File: src/rtl/regfile_pkg.sv
// Shared types for the register-file writeback path.
package regfile_pkg;
  typedef logic [4:0]  reg_idx_t;
  typedef logic [31:0] word_t;

  typedef enum logic [1:0] {SRC_NONE, SRC_A, SRC_B, SRC_C} wb_src_t;

  localparam reg_idx_t REG_ZERO = 5'd0;
endpackage

File: src/rtl/reg_scoreboard.sv
// Busy bits for destinations still owed by the load and mult/div units.
module reg_scoreboard
  import regfile_pkg::*;
#(
  parameter int NUM_REGS = 32
) (
  input  logic     clk,
  input  logic     reset,
  input  logic     set_en,
  input  reg_idx_t set_reg,
  input  logic     clr_en,
  input  reg_idx_t clr_reg,
  input  reg_idx_t query_index1,
  input  reg_idx_t query_index2,
  output logic     query_busy1,
  output logic     query_busy2
);
  logic [NUM_REGS-1:0] busy;
  logic [NUM_REGS-1:0] busy_next;

  // Clear is applied before set so a new producer issued on the same edge stays outstanding.
  always_comb begin
    busy_next = busy;
    if (clr_en)
      busy_next[clr_reg] = 1'b0;
    if (set_en && (set_reg != REG_ZERO))
      busy_next[set_reg] = 1'b1;
  end

  always_ff @(posedge clk or posedge reset) begin
    if (reset)
      busy <= '0;
    else
      busy <= busy_next;
  end

  assign query_busy1 = busy[query_index1] & (query_index1 != REG_ZERO);
  assign query_busy2 = busy[query_index2] & (query_index2 != REG_ZERO);
endmodule

File: src/rtl/regfile_writeback_arbiter.sv
// Arbitrates pipeline, load and mult/div writebacks onto the single register-file write port.
module regfile_writeback_arbiter
  import regfile_pkg::*;
#(
  parameter int STARVE_LIMIT = 8,
  parameter int NUM_REGS     = 32
) (
  input  logic        clk,
  input  logic        reset,
  input  logic        a_valid,
  input  logic [4:0]  a_reg,
  input  logic [31:0] a_data,
  input  logic        b_valid,
  output logic        b_ready,
  input  logic [4:0]  b_reg,
  input  logic [31:0] b_data,
  input  logic        c_valid,
  output logic        c_ready,
  input  logic [4:0]  c_reg,
  input  logic [31:0] c_data,
  input  logic        issue_valid,
  input  logic [4:0]  issue_reg,
  input  logic [4:0]  query_index1,
  input  logic [4:0]  query_index2,
  output logic        query_busy1,
  output logic        query_busy2,
  output logic        stall_req,
  output logic        rf_write_enable,
  output logic [4:0]  rf_write_reg,
  output logic [31:0] rf_write_data
);
  localparam logic [7:0] LIMIT = 8'(STARVE_LIMIT);

  wb_src_t  src;
  reg_idx_t win_reg;
  word_t    win_data;
  logic     rr_is_b;
  logic     from_bc;
  logic     bc_hs;
  logic [7:0] starve_cnt;
  logic [7:0] starve_next;

  always_comb begin
    src     = SRC_NONE;
    b_ready = 1'b0;
    c_ready = 1'b0;
    if (!reset) begin
      if (a_valid) begin
        src = SRC_A;
      end else if (b_valid && (!c_valid || rr_is_b)) begin
        src     = SRC_B;
        b_ready = 1'b1;
      end else if (c_valid) begin
        src     = SRC_C;
        c_ready = 1'b1;
      end
    end
  end

  always_comb begin
    win_reg  = REG_ZERO;
    win_data = '0;
    case (src)
      SRC_A:   begin win_reg = a_reg; win_data = a_data; end
      SRC_B:   begin win_reg = b_reg; win_data = b_data; end
      SRC_C:   begin win_reg = c_reg; win_data = c_data; end
      default: ;
    endcase
  end

  assign bc_hs = (src == SRC_B) || (src == SRC_C);

  // Output stage: one registered slot toward the register file.
  always_ff @(posedge clk or posedge reset) begin
    if (reset) begin
      rf_write_enable <= 1'b0;
      rf_write_reg    <= REG_ZERO;
      rf_write_data   <= '0;
      from_bc         <= 1'b0;
    end else begin
      rf_write_enable <= (src != SRC_NONE) && (win_reg != REG_ZERO);
      from_bc         <= bc_hs;
      if ((src != SRC_NONE) && (win_reg != REG_ZERO)) begin
        rf_write_reg  <= win_reg;
        rf_write_data <= win_data;
      end
    end
  end

  always_ff @(posedge clk or posedge reset) begin
    if (reset)
      rr_is_b <= 1'b1;
    else if (bc_hs)
      rr_is_b <= ~rr_is_b;
  end

  always_comb begin
    starve_next = starve_cnt;
    if (bc_hs || !(b_valid || c_valid))
      starve_next = '0;
    else if (starve_cnt != LIMIT)
      starve_next = starve_cnt + 8'd1;
  end

  // stall_req holds until the edge that closes the next B/C handshake.
  always_ff @(posedge clk or posedge reset) begin
    if (reset) begin
      starve_cnt <= '0;
      stall_req  <= 1'b0;
    end else begin
      starve_cnt <= starve_next;
      if (bc_hs)
        stall_req <= 1'b0;
      else if (starve_next == LIMIT)
        stall_req <= 1'b1;
    end
  end

  reg_scoreboard #(.NUM_REGS(NUM_REGS)) u_scoreboard (
    .clk          (clk),
    .reset        (reset),
    .set_en       (issue_valid),
    .set_reg      (issue_reg),
    .clr_en       (rf_write_enable & from_bc),
    .clr_reg      (rf_write_reg),
    .query_index1 (query_index1),
    .query_index2 (query_index2),
    .query_busy1  (query_busy1),
    .query_busy2  (query_busy2)
  );
endmodule

File: config.mk
export PLATFORM = sky130hd
export DESIGN_NAME = regfile_writeback_arbiter
export DESIGN_NICKNAME = d
export VERILOG_FILES = /design/src/rtl/regfile_pkg.sv /design/src/rtl/reg_scoreboard.sv /design/src/rtl/regfile_writeback_arbiter.sv
export SDC_FILE = /design/constraint.sdc
export NUM_CORES = 1
export LEC_CHECK = 0
export CAP_MARGIN = 20
export CORE_ASPECT_RATIO = 1.75
export CORE_MARGIN = 2
export CORE_UTILIZATION = 35
export CTS_CLUSTER_DIAMETER = 100
export DETAILED_ROUTE_END_ITERATION = 16
export PLACE_DENSITY = 0.67
export SYNTH_ARGS = -nofsm -noshare
export SYNTH_HDL_FRONTEND = slang
export SYNTH_HIERARCHICAL = 1
export SYNTH_SLANG_ARGS = --single-unit
File: constraint.sdc
create_clock -name clk -period 3.3 [get_ports clk]
set_input_delay 0.33 -clock clk [delete_from_list [all_inputs] [get_ports clk]]
set_output_delay 0.33 -clock clk [all_outputs]
set_load 0.02 [all_outputs]
== Word level (Yosys, flattened, before mapping) ==
Index checks and enable logic that the tools add are counted.

* Register bits: 81
* Input bits: 132
* Output and inout port bits: 43
* Word-level logic and storage cells: 71

* Add/subtract/negate cells: 1
* $lt $le $gt $ge: 6
* Equality and inequality tests: 5
* Mux-type cells: 27
* Bitwise operators: 7
* Reduce and logical (&&, ||, !) cells: 17

{| class="wikitable"
|+ Operators with widths
! kind !! count
|-
| $pmux 32 s3 || 1
|-
| $mux 32 || 2
|-
| $and 32x32->32 || 1
|-
| $not 32->32 || 1
|-
| $or 32x32->32 || 1
|-
| $lt 5x6->1 const B || 4
|-
| $reduce_bool 5->1 || 4
|-
| $mux 8 || 2
|-
| $pmux 5 s3 || 1
|-
| $mux 1 || 13
|-
| $bmux 1 s5 || 2
|-
| $demux 1 s5 || 2
|-
| $ge 5x1->1 const B || 2
|-
| $add 8x1->8 const B || 1
|-
| $eq 8x4->1 const B || 1
|-
| $mux 2 || 4
|-
| $ne 8x4->1 const B || 1
|-
| $logic_and 1x1->1 || 5
|-
| $eq 2x2->1 const B || 2
|-
| $logic_or 1x1->1 || 4
|-
| $reduce_bool 2->1 || 2
|-
| $and 1x1->1 || 3
|-
| $eq 2x1->1 const B || 1
|-
| $logic_not 1->1 || 2
|-
| $not 1->1 || 1
|}

== Longest topological paths before layout ==
Gate-level depths: netlist of run 1.

* Depth in word-level cells: 13
* Depth in mapped cells: 9
* Mapped depth without buffers: 7

== Modules after synthesis ==
The synthesis of run 1 kept the hierarchy.

{| class="wikitable"
|+ By module, submodules not included
! module !! instances !! cells each !! area each (µm²) !! seq. area each (µm²)
|-
| regfile_writeback_arbiter || 1 || 245 || 2,582.5 || 1,227.4
|-
| reg_scoreboard || 1 || 198 || 1,893.1 || 775.7
|}

== Worst setup path before layout of run 1 ==
OpenSTA, ideal clock, no wires.

* Path kind: reg-to-reg
* Start point: reg rr_is_b
* End point: reg rf_write_data[0]
* Setup time: 0.136 ns
* Arrival time: 2.375 ns
* Required time: 3.164 ns
* Setup slack: 0.789 ns
* Cell stages (with the launch flop): 10
* Buffers on the path: 3
* Clock period less this slack: 2.511 ns
* Path through: dfstp_2 > a21oi_1 > and3b_1 > buf_2 > a222oi_1 > nand3_1 > or4b_1 > buf_4 > buf_6 > mux2i_1

* Longest elaborated chain between the ends: 9
* Elaborated cells on any way between the ends: 13
* Classes of those cells: 3 x eq/ne; 5 x mux; 5 x reduce/logical

{| class="wikitable"
|+ Ends and longest elaborated chain
! what !! RTL line !! source
|-
| start: declaration || regfile_writeback_arbiter.sv:37 || <nowiki>logic rr_is_b;</nowiki>
|-
| start signal: assignment || regfile_writeback_arbiter.sv:94 || <nowiki>rr_is_b <= ~rr_is_b;</nowiki>
|-
| $logic_or 1x1->1 * || regfile_writeback_arbiter.sv:50 || <nowiki>end else if (b_valid && (!c_valid || rr_is_b)) begin</nowiki>
|-
| $logic_and 1x1->1 * || regfile_writeback_arbiter.sv:50 ||
|-
| $mux 2 * || regfile_writeback_arbiter.sv:50 ||
|-
| $mux 2 * || regfile_writeback_arbiter.sv:48 || <nowiki>if (a_valid) begin</nowiki>
|-
| $mux 2 * || regfile_writeback_arbiter.sv:47 || <nowiki>if (!reset) begin</nowiki>
|-
| $eq 2x2->1 or $eq 2x1->1 (tied branches) || regfile_writeback_arbiter.sv:63 || <nowiki>case (src)</nowiki>
|-
| $pmux 5 s3 || regfile_writeback_arbiter.sv:63 ||
|-
| $reduce_bool 5->1 || regfile_writeback_arbiter.sv:83 || <nowiki>if ((src != SRC_NONE) && (win_reg != REG_ZERO)) begin</nowiki>
|-
| $logic_and 1x1->1 || regfile_writeback_arbiter.sv:83 ||
|-
| end signal: assignment || regfile_writeback_arbiter.sv:85 || <nowiki>rf_write_data <= win_data;</nowiki>
|-
| end: declaration || regfile_writeback_arbiter.sv:30 || <nowiki>output logic [31:0] rf_write_data</nowiki>
|}

Mark *: on every way between the ends. The rest lies on a longest branch, timed or not.
A chain may end at the register's enable or synchronous reset.

== Final worst setup path of run 1 ==
* Start point: in query_index1[1]
* End point: out query_busy1

* Longest elaborated chain between the ends: 3
* Elaborated cells on any way between the ends: 4
* Classes of those cells: 2 x mux; 1 x bitwise; 1 x reduce/logical

{| class="wikitable"
|+ Ends and longest elaborated chain
! what !! RTL line !! source
|-
| start: declaration || regfile_writeback_arbiter.sv:23 || <nowiki>input logic [4:0] query_index1,</nowiki>
|-
| $bmux 1 s5 || reg_scoreboard.sv:37 || <nowiki>assign query_busy1 = busy[query_index1] & (query_index1 != REG_ZERO);</nowiki>
|-
| $mux 1 (implied by the code) || reg_scoreboard.sv:37 ||
|-
| $and 1x1->1 * || reg_scoreboard.sv:37 ||
|-
| end: declaration || regfile_writeback_arbiter.sv:25 || <nowiki>output logic query_busy1,</nowiki>
|}

Mark *: on every way between the ends. The rest lies on a longest branch, timed or not. The select of a mux whose other input is x is not followed.

==> summary.txt, run 1 <==
Status
  – Status: completed

Synth
  – Cell count after synthesis: 443
  – Synthesized area per cell: 10.1 sq um
  – Adder-cell share of the synthesized area: 0.559%
  – Seq/Total Area, Yosys: 44.8%
  – Number of enable flip-flop cells after synthesis: 0
  – Most common flop cell mapped by yosys: dfrtp_1
  – Yosys top cell area share: 44.2%
  – Compound-Gate Fraction of Synth Area: 20.1%
  – Synthesis warning total: 6
  – Synth Area in XOR/XNOR: 1.57%
  – Post-synthesis register bit count: 80
  – Mapped Area: 4480 sq um
  – Largest family of logic cells by synthesized area: compound AO/OA/AOI/OAI gates
  – Post-synthesis simple-gate area fraction: 12.4%
  – Post-synth ARST share: 100%
  – Synth top area cells: dfrtp_1 (44%), mux2i_1 (11%), a222oi_1 (7.8%)
  – Post-synth net total: 577
  – Mux cell area share after synthesis: 14.3%
  – Library cells used by synthesis: 54
  – Yosys top cell by area: dfrtp_1

Routing
  – Drt pass-1 iters: 8
  – Via/cell ratio: 5.45
  – Detail Route Antenna Nets: 0
  – Routed len/inst: 17.6 microns
  – Vias: 4,333
  – DRT iter0 DRCs: 270
  – Post-Route WL: 14,000 microns
  – DRC: 0

Worst setup path
  – Arrival @ worst endpoint: 2.64 ns
  – Worst path required time: 2.97 ns
  – FF-to-FF path depth: 7
  – CP Capture Type: primary output
  – Critical path origin: query_index1[1]
  – Crit path kind: input port to primary output
  – CP Launch Type: input port
  – Critical Path Fanout Max: 11
  – Flop-to-flop setup slack: 0.50 ns
  – R2r startpoint: rr_is_b$_DFFE_PP1P_
  – Reg2Reg Capture Point: rf_write_data[31]$_DFFE_PP0P_

Placement
  – Placed cell area: 6430 sq um
  – Buffers on Ports: 174
  – Routability congestion estimate from global placement: 0.849
  – Placed Cells: 777
  – Hpwl dp: 11,000 microns

Timing
  – Max Freq: 0.337 GHz
  – Endpoints failing setup: 0
  – Slew of the pin with the lowest slew margin: 0.549 ns
  – Tmin final: 2.97 ns
  – Max_slew headroom: 63.4%
  – Fin. Hold Viols: 0
  – Final setup TNS: 0 ns
  – Tcrit/Tclk final: 90.0%
  – Slew Viols, Final: 0
  – Clock Skews: 0.00411 ns
  – RSZ-0062 raised after global routing: no

Final layout
  – Largest Register: rf_write_data
  – Area growth syn-to-layout: 51.7%
  – Most frequent cells in the layout: clkdlybuf4s50_1 (174), dfrtp_1 (79), o21ai_0 (66)
  – Final std cells w/o fill: 795
  – Layout cells sized above 1: 7.97%
  – Most common cell after layout, fill and taps aside: clkdlybuf4s50_1
  – Final design area excluding fillers: 6790 sq um
  – Largest regs: rf_write_data: 32 flops, u_scoreboard/busy: 31 flops, starve_cnt: 8 flops
  – Fill count: 1,124
  – Max FFs per register: 32
  – Ant. Diodes: 0
  – Nets@finish: 756
  – Final Util: 54.3%

Min path
  – Worst hold endpoint: rr_is_b$_DFFE_PP1P_
  – Hold_sp: rr_is_b$_DFFE_PP1P_
  – Hold depth: 1
  – Worst Hold Class: flip-flop to flip-flop

Global routing
  – GR Overflow Total: 0
  – Vias in the first global route: 4,580
  – Initial antenna violation count: 0
  – Global-route usage over all layers: 20.5%
  – Global-route wire length before repair: 22,000 microns
  – Largest net degree at the start of global routing: 50

Clock tree
  – Clock buffer depth: 2
  – Clk_lat worst skew: 0.33 ns
  – Number of CTS-inserted buffers: 9
  – H-tree Lvls: 3
  – Sink Count: 80
  – Hold-fix buffers, CTS: 0
  – Root buf cell: clkbuf_16
  – TritonCTS clock tree: built
  – Clock slew at reported path FFs: 0.06 ns

Pwr
  – Maximum vdd drop: 0.334 mV
  – Pwr/cell area: 514 nW/um^2
  – P_leak: 2.73 nW

Floorplanning
  – Die height: 154 microns
  – Core Region: 12,500 sq um
  – Boundary pin count: 175
  – Die W: 89.5 microns
  – Die area: 13,700 sq um
  – # rows: 54
  – Starting Density: 35.8%

Flow run
  – Max-cap viol count: 0
-- cells in the mapped netlist (3+ instances only) --
| cell type | n |
|---|---|
| o21ai_1 | 3 |
| nor2_1 | 17 |
| nand2_1 | 17 |
| mux2i_1 | 48 |
| buf_6 | 3 |
| nand2b_1 | 3 |
| nor2b_1 | 12 |
| nand3b_1 | 10 |
| clkbuf_1 | 12 |
| inv_1 | 43 |
| mux4_2 | 4 |
| a211oi_1 | 3 |
| a222oi_1 | 35 |
| nand3_1 | 18 |
| nand4b_1 | 3 |
| mux2_2 | 3 |
| xnor2_1 | 6 |
| or3b_2 | 3 |
| o21ai_0 | 66 |
| a21oi_1 | 7 |
| buf_2 | 6 |
| a22oi_1 | 4 |
| dfrtp_1 | 79 |
-- final cells by class --
type                       instances  area [sq um]  share of cell area (%)
clock buffer                      10           239                    3.52
clock inverter                     6          91.3                    1.35
inverter                          43           161                    2.38
multi-input combinational        297          2200                    32.4
sequential                        80          2000                    29.5
tap                              168           210                    3.10
timing repair buffer             191          1880                    27.7
-- stage by stage --
step / power [mW] / setup slack (ns) / hold WS (ns)
detailed placement: 2.44 / 0.0376 / 0.493
finish: 3.49 / 0.331 / 0.503
CTS: 3.51 / 0.0908 / 0.502
global route: 3.67 / 0.0949 / 0.525
global placement: 2.41 / 0.173 / 0.492
floorplan: 1.89 / 0.789 / 0.434
-- per-layer routing --
layer / vias up / wire length (microns) / part of all wire [%] / GRT usage, %
met1: 2103 / 5070 / 36 / 21.7
met3: 23 / 726 / 5.2 / 3.92
met2: 176 / 7890 / 56 / 39.0
met4: 0 / 301 / 2.2 / 6.54
li1: 2031 / - / - / -
met5: - / 0 / 0 / 0
-- power breakdown --
part           switching, mW  total [mW]  internal, mW
Combinational          0.516        1.08         0.562
Clock                  0.380        1.06         0.685
Sequential             0.167        1.35          1.18
-- critical path: stages --
cell and delay [ns]:
clkdlybuf4s50_1 0.77, mux4_2 0.55, nand2b_1 0.16, a22oi_1 0.16
o211ai_1 0.11, clkdlybuf4s50_1 0.55
-- how the worst max path moves through the flow --
stage / end / slack [ns]
finish: query_busy1 / 0.33
CTS: b_ready / 0.09
global route: query_busy1 / 0.09
floorplan: rf_write_data[0]$_DFFE_PP0P_ / 0.79
detailed placement: rf_write_data[4]$_DFFE_PP0P_ / 0.04
global placement: b_ready / 0.17
-- cell families (layout without fill, tap and decap cells) --
logic type                 Yosys count  in the layout
xor gates and xnor gates             8              8
AOI/OAI and AO/OA                  132            132
DFF                                 80             80
buffers and inverters               66            250
and+or+nand+nor                     98             98
muxes                               57             57
adders and majority gates            2              2
-- repair_timing --
action / in CTS / in global routing
endpoints found under the setup margin: 0 / 1
gates resized for setup: 0 / 0
setup buffers: 0 / 1
No activity file was read; power rests on OpenSTA's default activity.
==> run 2, diff against run 1 <==
--- a/config.mk
+++ b/config.mk
@@ -6,12 +6,13 @@
 export NUM_CORES = 1
 export LEC_CHECK = 0
 export CAP_MARGIN = 20
-export CORE_ASPECT_RATIO = 1.75
+export CORE_ASPECT_RATIO = 0.5
 export CORE_MARGIN = 2
-export CORE_UTILIZATION = 35
+export CORE_UTILIZATION = 44
 export CTS_CLUSTER_DIAMETER = 100
+export CTS_CLUSTER_SIZE = 10
 export DETAILED_ROUTE_END_ITERATION = 16
-export PLACE_DENSITY = 0.67
+export PLACE_DENSITY = 0.81
 export SYNTH_ARGS = -nofsm -noshare
 export SYNTH_HDL_FRONTEND = slang
 export SYNTH_HIERARCHICAL = 1
==> summary.txt, run 2 (synthesis results as in run 1) <==
Status
  – Status: completed

Timing
  – Tcrit/Tclk final: 86.3% (-3.6 points)
  – Clock Skews: 0.00700 ns (+0.00289 ns)
  – Tmin final: 2.85 ns (-0.120 ns)
  – Slew Viols, Final: 0 (unchanged)
  – RSZ-0062 raised after global routing: no
  – Max Freq: 0.351 GHz (+4.2%)
  – Final setup TNS: 0 ns (unchanged)
  – Slew of the pin with the lowest slew margin: 0.474 ns (-0.0752 ns)
  – Endpoints failing setup: 0 (unchanged)
  – Fin. Hold Viols: 0 (unchanged)
  – Max_slew headroom: 68.3% (+4.9 points)

Floorplanning
  – Die height: 75.3 microns (-51%)
  – Die area: 11,000 sq um (-20%)
  – Core Region: 9670 sq um (-23%)
  – Starting Density: 46.3% (+10 points)
  – # rows: 25 (-54%)
  – Die W: 147 microns (+64%)
  – Boundary pin count: 175 (unchanged)

Min path
  – Worst Hold Class: input port to async pin

Final layout
  – Most frequent cells in the layout: clkdlybuf4s50_1 (174), dfrtp_1 (79), o21ai_0 (66)
  – Largest Register: rf_write_data
  – Max FFs per register: 32 (unchanged)
  – Largest regs: rf_write_data: 32 flops, u_scoreboard/busy: 31 flops, starve_cnt: 8 flops
  – Nets@finish: 756 (unchanged)
  – Most common cell after layout, fill and taps aside: clkdlybuf4s50_1
  – Final std cells w/o fill: 762 (-4.2%)
  – Ant. Diodes: 0 (unchanged)
  – Layout cells sized above 1: 7.97% (unchanged)
  – Area growth syn-to-layout: 50.7%

Pwr
  – Clock share of power: 30.8% (+0.3 points)
  – NetSw: 1.09 mW (+2.2%)
  – P_leak: 2.73 nW (about the same)
  – Sequential Power Share: 38.8% (+0.2 points)
  – Total power: 3.50 mW (+0.21%)
  – Combinational share of power: 30.5% (-0.4 points)
  – P_int: 2.41 mW (-0.67%)
  – Maximum vdd drop: 0.346 mV (+3.8%)
  – Sw frac: 31.1% (+0.61 points)
  – Pwr/cell area: 518 nW/um^2 (+0.88%)

Flow run
  – Max-cap viol count: 0 (unchanged)

Worst setup path
  – CP Launch Type: input port
  – Flop-to-flop setup slack: 0.47 ns (-0.03 ns)
  – R2r startpoint: rr_is_b$_DFFE_PP1P_
  – Worst path required time: 2.97 ns (about the same)
  – FF-to-FF path depth: 7 (unchanged)
  – Crit path kind: input port to primary output
  – CP Capture Type: primary output
  – Reg2Reg Capture Point: rf_write_data[22]$_DFFE_PP0P_
  – Arrival @ worst endpoint: 2.52 ns (-0.12 ns)
  – Critical Path Fanout Max: 7 (-4)

Clock tree
  – H-tree Lvls: 3 (unchanged)
  – TritonCTS clock tree: built
  – CTS resizes: 0 (unchanged)
  – Hold-fix buffers, CTS: 0 (unchanged)
  – Root buf cell: clkbuf_16
  – # Post-CTS Setup Buffers: 0 (unchanged)
  – Clk_lat worst skew: 0.33 ns (about the same)
  – Number of CTS-inserted buffers: 9 (unchanged)
  – Clock slew at reported path FFs: 0.06 ns (about the same)
  – Sink Count: 80 (unchanged)
  – Clock buffer depth: 2 (unchanged)

Placement
  – Hpwl dp: 10,100 microns (-8.2%)
  – Routability congestion estimate from global placement: 0.885 (+4.3%)
  – Buffers on Ports: 174 (unchanged)
  – Placed Cells: 745 (-4.1%)

Global routing
  – Largest net degree at the start of global routing: 50 (unchanged)
  – Global-route usage over all layers: 24.5% (+3.9 points)
  – GR Overflow Total: 0 (unchanged)
  – Vias in the first global route: 4,288 (-6.4%)
  – Initial antenna violation count: 0 (unchanged)
  – Global-route wire length before repair: 21,100 microns (-4.4%)

Routing
  – Detail Route Antenna Nets: 0 (unchanged)
  – DRC: 0 (unchanged)
  – Via/cell ratio: 5.67 (+4.1%)
  – Routed len/inst: 17.7 microns (+0.68%)
  – Post-Route WL: 13,500 microns (-3.5%)
  – Vias: 4,324 (-0.21%)
  – Drt pass-1 iters: 7 (-1)
  – DRT iter0 DRCs: 326 (+21%)
==> run 2: changes by cell type in the layout (fill, tap and decap cells not counted), sizes merged <==
cell and change:
clkinvlp -1, inv +2, clkbuf -1
==> run 2: metrics by stage <==
stage / util (%) / worst slack, ns / instance area (sq um) / hold WS [ns]
finish: 69.8 / 0.451 / 6740 / 0.403
floorplan: - / 0.789 / 4480 / 0.434
global route: 69.8 / 0.326 / 6740 / 0.414
CTS: 69.6 / 0.432 / 6720 / 0.505
global placement: 66.2 / 0.285 / 6400 / 0.489
detailed placement: 66.2 / 0.177 / 6400 / 0.493
==> run 2: worst max path at each step <==
stage          cells after the start                start                       endpoint  slack [ns]
2_1_floorplan                      9  rr_is_b$_DFFE_PP1P_   rf_write_data[0]$_DFFE_PP0P_        0.79
3_5_place_dp                       8              c_valid  rf_write_data[20]$_DFFE_PP0P_        0.18
4_1_cts                            6      query_index1[1]                    query_busy1        0.43
5_1_grt                            7  rr_is_b$_DFFE_PP1P_   rf_write_data[3]$_DFFE_PP0P_        0.33
3_3_place_gp                       8              c_valid  rf_write_data[19]$_DFFE_PP0P_        0.29
6_report                           6      query_index1[1]                    query_busy1        0.45
==> run 2: power by group through the flow <==
stage	Sequential (mW)	Combinational, mW	Clock [mW]
2_1_floorplan	1.41	0.482	0
3_3_place_gp	1.36	1.04	0
3_5_place_dp	1.36	1.06	0
4_1_cts	1.35	1.07	1.10
5_1_grt	1.38	1.15	1.15
6_report	1.36	1.06	1.08
==> run 2: final cells by class <==
class / instances / area (sq um)
multi-input combinational: 297 / 2200
clock inverter: 7 / 101
tap: 135 / 169
clock buffer: 9 / 225
sequential: 80 / 2000
fill: 732 / 2920
timing repair buffer: 191 / 1880
inverter: 43 / 161
==> run 2: routing by layer <==
metal	part of all wire (%)	vias up	wire (microns)	GRT usage [%]
met5	0	-	0	0
met3	7.1	18	962	6.29
met4	1.8	0	239	9.82
met2	51	188	6840	44.4
li1	-	2036	-	-
met1	40	2082	5460	28.9
==> run 2: worst max-delay path: stages <==
cell and delay [ns]:
clkdlybuf4s50_1 0.69, mux4_2 0.54, nand2b_1 0.16, a22oi_1 0.15
o211ai_1 0.11, clkdlybuf4s50_1 0.55
==> run 3, diff against run 2 <==
--- a/config.mk
+++ b/config.mk
@@ -6,10 +6,8 @@
 export NUM_CORES = 1
 export LEC_CHECK = 0
 export CAP_MARGIN = 20
-export CORE_ASPECT_RATIO = 0.5
 export CORE_MARGIN = 2
 export CORE_UTILIZATION = 44
-export CTS_CLUSTER_DIAMETER = 100
 export CTS_CLUSTER_SIZE = 10
 export DETAILED_ROUTE_END_ITERATION = 16
 export PLACE_DENSITY = 0.81
==> summary.txt, run 3 (synthesis results as in run 1) <==
Routing
  – DRC: 0 (unchanged)
  – Detail Route Antenna Nets: 0 (unchanged)
  – Routed len/inst: 19.1 microns (+8.0%)
  – DRT iter0 DRCs: 506 (+55%)
  – Vias: 4,464 (+3.2%)
  – Drt pass-1 iters: 9 (+2)
  – Post-Route WL: 14,500 microns (+7.7%)
  – Via/cell ratio: 5.87 (+3.5%)

Placement
  – Buffers on Ports: 174 (unchanged)
  – Hpwl dp: 11,100 microns (+9.7%)
  – Placed Cells: 744 (-0.13%)
  – Placed cell area: 6400 sq um (about the same)
  – Routability congestion estimate from global placement: 0.963 (+8.8%)

Worst setup path
  – CP Capture Type: primary output
  – R2r startpoint: rr_is_b$_DFFE_PP1P_
  – Arrival @ worst endpoint: 2.62 ns (+0.10 ns)
  – Worst path required time: 2.97 ns (about the same)
  – Critical path origin: query_index1[1]
  – Critical Path Fanout Max: 9 (+2)
  – Buffers & Inverters on Critical Path: 2 (unchanged)
  – CP Launch Type: input port
  – Critical path's most frequent cell: clkdlybuf4s50_1
  – CP max stage delay: 0.77 ns (+0.08 ns)
  – Worst-path cell chain: clkdlybuf4s50_1 > mux4_2 > nand2b_1 > a22oi_1 > o211ai_1 > clkdlybuf4s50_1
  – Top delay family on crit path: buffers and inverters
  – Crit-path slowest cell: clkdlybuf4s50_1
  – Crit path kind: input port to primary output

Final layout
  – Max FFs per register: 32 (unchanged)
  – Largest Register: rf_write_data
  – Layout cells sized above 1: 7.97% (unchanged)
  – Largest regs: rf_write_data: 32 flops, u_scoreboard/busy: 31 flops, starve_cnt: 8 flops
  – Final std cells w/o fill: 760 (-0.26%)
  – Most frequent cells in the layout: clkdlybuf4s50_1 (174), dfrtp_1 (79), o21ai_0 (66)
  – Fill count: 798 (+9.0%)
  – Final Util: 67.5% (-2.2 points)
  – Most common cell after layout, fill and taps aside: clkdlybuf4s50_1
  – Ant. Diodes: 0 (unchanged)
  – Final design area excluding fillers: 6630 sq um (-1.7%)
  – Nets@finish: 757 (+0.13%)
  – Area growth syn-to-layout: 48.2%

Timing
  – RSZ-0062 raised after global routing: no
  – Tcrit/Tclk final: 89.5% (+3.2 points)
  – Hold slack final: 0.507 ns (+0.104 ns)
  – Slew of the pin with the lowest slew margin: 0.734 ns (+0.260 ns)
  – Tmin final: 2.95 ns (+0.104 ns)
  – Max_slew headroom: 50.8% (-17 points)
  – Endpoints failing setup: 0 (unchanged)
  – Final setup TNS: 0 ns (unchanged)
  – Max Freq: 0.339 GHz (-3.5%)
  – Fin. Hold Viols: 0 (unchanged)
  – Clock Skews: 0.00737 ns (+0.000372 ns)
  – Slew Viols, Final: 0 (unchanged)

Floorplanning
  – Die W: 105 microns (-28%)
  – Core Region: 9820 sq um (+1.6%)
  – Die height: 105 microns (+39%)
  – Boundary pin count: 175 (unchanged)
  – Starting Density: 45.6% (-0.73 points)
  – Die area: 11,000 sq um (-0.44%)
  – # rows: 36 (+44%)

Clock tree
  – CTS resizes: 0 (unchanged)
  – Clock buffer depth: 2 (unchanged)
  – Root buf cell: clkbuf_8
  – Sink Count: 80 (unchanged)
  – Clk_lat worst skew: 0.34 ns (about the same)
  – Hold-fix buffers, CTS: 0 (unchanged)
  – TritonCTS clock tree: built
  – Clock slew at reported path FFs: 0.08 ns (+0.02 ns)
  – H-tree Lvls: 3 (unchanged)
  – # Post-CTS Setup Buffers: 0 (unchanged)
  – Number of CTS-inserted buffers: 9 (unchanged)

Global routing
  – Met2 GRT Util: 47.1% (+2.7 points)
  – Gr busiest metal: met2
  – Global-route usage over all layers: 26.4% (+2.0 points)
  – GR Overflow Total: 0 (unchanged)
  – Met3 usage: 7.11% (+0.82 points)
  – Global-route wire length before repair: 23,200 microns (+9.9%)
  – Vias in the first global route: 4,564 (+6.4%)
  – Largest net degree at the start of global routing: 50 (unchanged)
  – Initial antenna violation count: 0 (unchanged)
  – Met1 Usage GRT: 30.9% (+2.0 points)

Min path
  – Worst Hold Class: flip-flop to flip-flop
  – Hold_sp: rr_is_b$_DFFE_PP1P_

Pwr
  – Maximum vdd drop: 0.242 mV (-30%)
  – Pwr/cell area: 482 nW/um^2 (-7.0%)
  – P_leak: 2.68 nW (-1.8%)

Status
  – Status: completed

Flow run
  – Max-cap viol count: 0 (unchanged)
[run 3: report_power, final]
part	switching, mW	internal (mW)
combinational	0.508	0.562
clock	0.355	0.419
sequential	0.174	1.18
[run 3: layer usage]
| metal | vias up | part of all wire [%] |
|---|---|---|
| li1 | 2028 | - |
| met1 | 2172 | 38 |
| met2 | 236 | 52 |
| met3 | 28 | 8.0 |
| met4 | 0 | 2.0 |
| met5 | - | 0 |
[run 3: final cells by class]
cell class	instances	area (sq um)	area share, %
Sequential cell	80	2000	30.2
Timing Repair Buffer	192	1890	28.5
Inverter	43	161	2.43
Clock inverter	6	85.1	1.28
Multi-Input combinational cell	297	2200	33.2
Clock buffer	9	124	1.87
Tap cell	133	166	2.51
[run 3: final timing paths]
path	slack (ns)	cells past startpoint	endpoint
min reg2reg	0.51	1	rr_is_b$_DFFE_PP1P_
min in group asynchronous	0.52	3	rf_write_data[31]$_DFFE_PP0P_
max in group asynchronous	2.29	4	rf_write_data[7]$_DFFE_PP0P_
max	0.35	6	query_busy1
min	0.51	1	rr_is_b$_DFFE_PP1P_
max reg2reg	0.50	7	rf_write_data[18]$_DFFE_PP0P_
[run 3: stage by stage]
step                total power [mW]  worst slack (ns)
finish                          3.20             0.347
global route                    3.36             0.171
CTS                             3.20             0.326
detailed placement              2.42             0.158
global placement                2.39             0.272
floorplan                       1.89             0.789
[run 3: worst register-to-register path: stages (launching register included)]
cell	delay [ns]
dfstp_2	0.56
a21oi_1	0.11
and3b_1	0.26
a222oi_1	0.36
nand3_1	0.19
or4b_2	0.72
buf_4	0.29
mux2i_1	0.19
==> RTL change, RTL diff (settings of run 2) <==
Change the package constant `REG_ZERO` from 5'd0 to 5'd1.
--- a/src/rtl/regfile_pkg.sv
+++ b/src/rtl/regfile_pkg.sv
@@ -5,6 +5,6 @@
 
   typedef enum logic [1:0] {SRC_NONE, SRC_A, SRC_B, SRC_C} wb_src_t;
 
-  localparam reg_idx_t REG_ZERO = 5'd0;
+  localparam reg_idx_t REG_ZERO = 5'd1;
 endpackage
 
Behaviour: not the same (Yosys sat finds a counterexample within 4 cycles, from zero or initial values and one cycle with reset high).
==> RTL change against run 2 <==
Synthesized cell count is 6.5% lower. Total power shrank 3.1%. Wire length is 1.5% lower. Design area increased by 0.39%. Sequential cell count is 1 higher. Setup slack worse by 280 ps. Cell count decreased by 3.9%. Clock skew fell by 2.9 ps. Synthesized area increased by 3.1%. Clock power down 7%. Critical path depth unchanged. Highest routed layer unchanged.
==> RTL change: results (changes against run 2) <==
non-filler cells, final - 732 (was 762)
PortBufs - 174 (unchanged)
status - completed (unchanged)
Num CTS Buffers - 9 (unchanged)
Hold WC Path Type - register to register (was primary input to asynchronous set/reset pin)
via/cell ratio - 5.753 (was 5.675)
Slew HR - 53.24% (was 68.30%)
initial antenna violation count - 0 (unchanged)
Clock power frac - 29.7% (was 30.8%)
largest registers - rf_write_data (32), u_scoreboard/busy (32), starve_cnt (8) (was rf_write_data (32), u_scoreboard/busy (31), starve_cnt (8))
Area after DPL - 6466 um^2 (was 6397 um^2)
post-synthesis cell type count - 50 (was 54)
Compound-Gate Fraction of Synth Area - 18.50% (was 20.13%)
Commonest cells post-synth - dfrtp_1, o21ai_0, inv_1, mux2i_1, a222oi_1 (was dfrtp_1, o21ai_0, mux2i_1, inv_1, a222oi_1)
Detailed Routing Iterations Pass 1 - 7 (unchanged)
HPWL after DPL - 9874 um (was 10140 um)
register area - 2029 um^2 (was 2003 um^2)
WL per Instance - 18.16 um (was 17.72 um)
diodes inserted - 0 (unchanged)
LEAKAGE - 2.603 nW (was 2.732 nW)
Fillers - 827 (was 732)
Clock Latency Late Sink - 340 ps
vias in the first global route - 4158 (was 4288)
clock-pin slew on the worst setup and hold paths - 60 ps (about the same)
Clock Skew - 4.072 ps (was 6.999 ps)
Synth warnings - 6 (unchanged)
crit path DAT - 2800 ps (was 2520 ps)
first-pass GRT wire length - 21180 um (was 21070 um)
Post-synth ARST share - 100.0% (unchanged)
sequential area share after synthesis - 43.99% (was 44.76%)
Tot GR Track Use - 23.68% (was 24.46%)
post-CTS setup buffer count - 0 (unchanged)
synthesized instance count - 414 (was 443)
PD cells - 500.3 nW/um^2 (was 518.4 nW/um^2)
post-synth net total - 548 (was 577)
htree depth - 3 (unchanged)
Place WS - 180.6 ps (was 177.0 ps)
VDD IR-drop max - 313.9 uV (was 346.4 uV)
Synth Area in XOR/XNOR - 1.709% (was 1.566%)
clk buf depth - 2 (unchanged)
top-count cell post-synth - dfrtp_1 (unchanged)
CP max FO - 8 (was 7)
switching share of power - 31.33% (was 31.09%)
GPL Wtd Cong - 0.8287 (was 0.8848)
Area contributors post-synth - dfrtp_1, mux2i_1, a222oi_1, o21ai_0, mux4_1 (was dfrtp_1, mux2i_1, a222oi_1, o21ai_0, inv_1)
cts repair resizes - 0 (unchanged)
post-synthesis adder-cell area fraction - 0.5424% (was 0.5591%)
share of cells above drive strength 1 - 8.277% (was 7.974%)
mux contribution to synthesized area - 17.68% (was 14.34%)
Comb power frac - 30.8% (was 30.5%)
initial DRC count - 399 (was 326)
# nets final - 721 (was 756)
## RTL change: changes by cell type after synthesis, moves of 4 or more
cell     delta
buf_2       -6
mux2i_1     -7
nand3_1     -9
a21oi_1     -6
nand2_1     -8
buf_6       +5
buf_4       +4
a22oi_1     -4
mux4_1     +11
nor2b_1     -9
## RTL change: metal layers
metal / wire (um) / track usage, % / vias up
met5: 0 / 0 / -
met3: 892 / 6.108 / 21
met1: 5472 / 29.66 / 2087
met4: 197 / 5.905 / 0
li1: - / - / 1932
met2: 6733 / 41.16 / 171
## RTL change: final timing paths
path	start	end	slack (ps)	depth (start not counted)
setup reg to reg	rr_is_b$_DFFE_PP1P_	rf_write_data[17]$_DFFE_PP0P_	1050	6
setup / recovery	query_index2[0]	query_busy2	170	6
min in group asynchronous	reset	u_scoreboard/busy[9]$_DFF_PP0_	880	4
hold reg to reg	stall_req$_DFFE_PP0P_	stall_req$_DFFE_PP0P_	490	2
hold / removal	stall_req$_DFFE_PP0P_	stall_req$_DFFE_PP0P_	490	2
max in group asynchronous	reset	rf_write_data[18]$_DFFE_PP0P_	1900	4
## RTL change: logic make-up after synthesis
family,Yosys count
AND/OR/NAND/NOR,77
buffers and inverters,67
XOR/XNOR,9
AO/OA/AOI/OAI,121
adder cells (fa/ha/maj),2
flip-flops,81
multiplexers,57
## RTL change: worst max-delay path, cell delays in order
cell	delay [ps]
clkdlybuf4s50_1	720
mux4_1	630
mux2i_1	190
o22ai_1	90
or3_1	300
clkdlybuf4s50_1	540
## RTL change: cell type report
class | instances | share of cell area, %
multi-input combinational | 266 | 33.45
clock inverter | 7 | 1.164
inverter | 42 | 2.329
clock buffer | 9 | 3.327
tap | 140 | 2.587
sequential | 81 | 29.98
timing repair buffer | 187 | 27.17
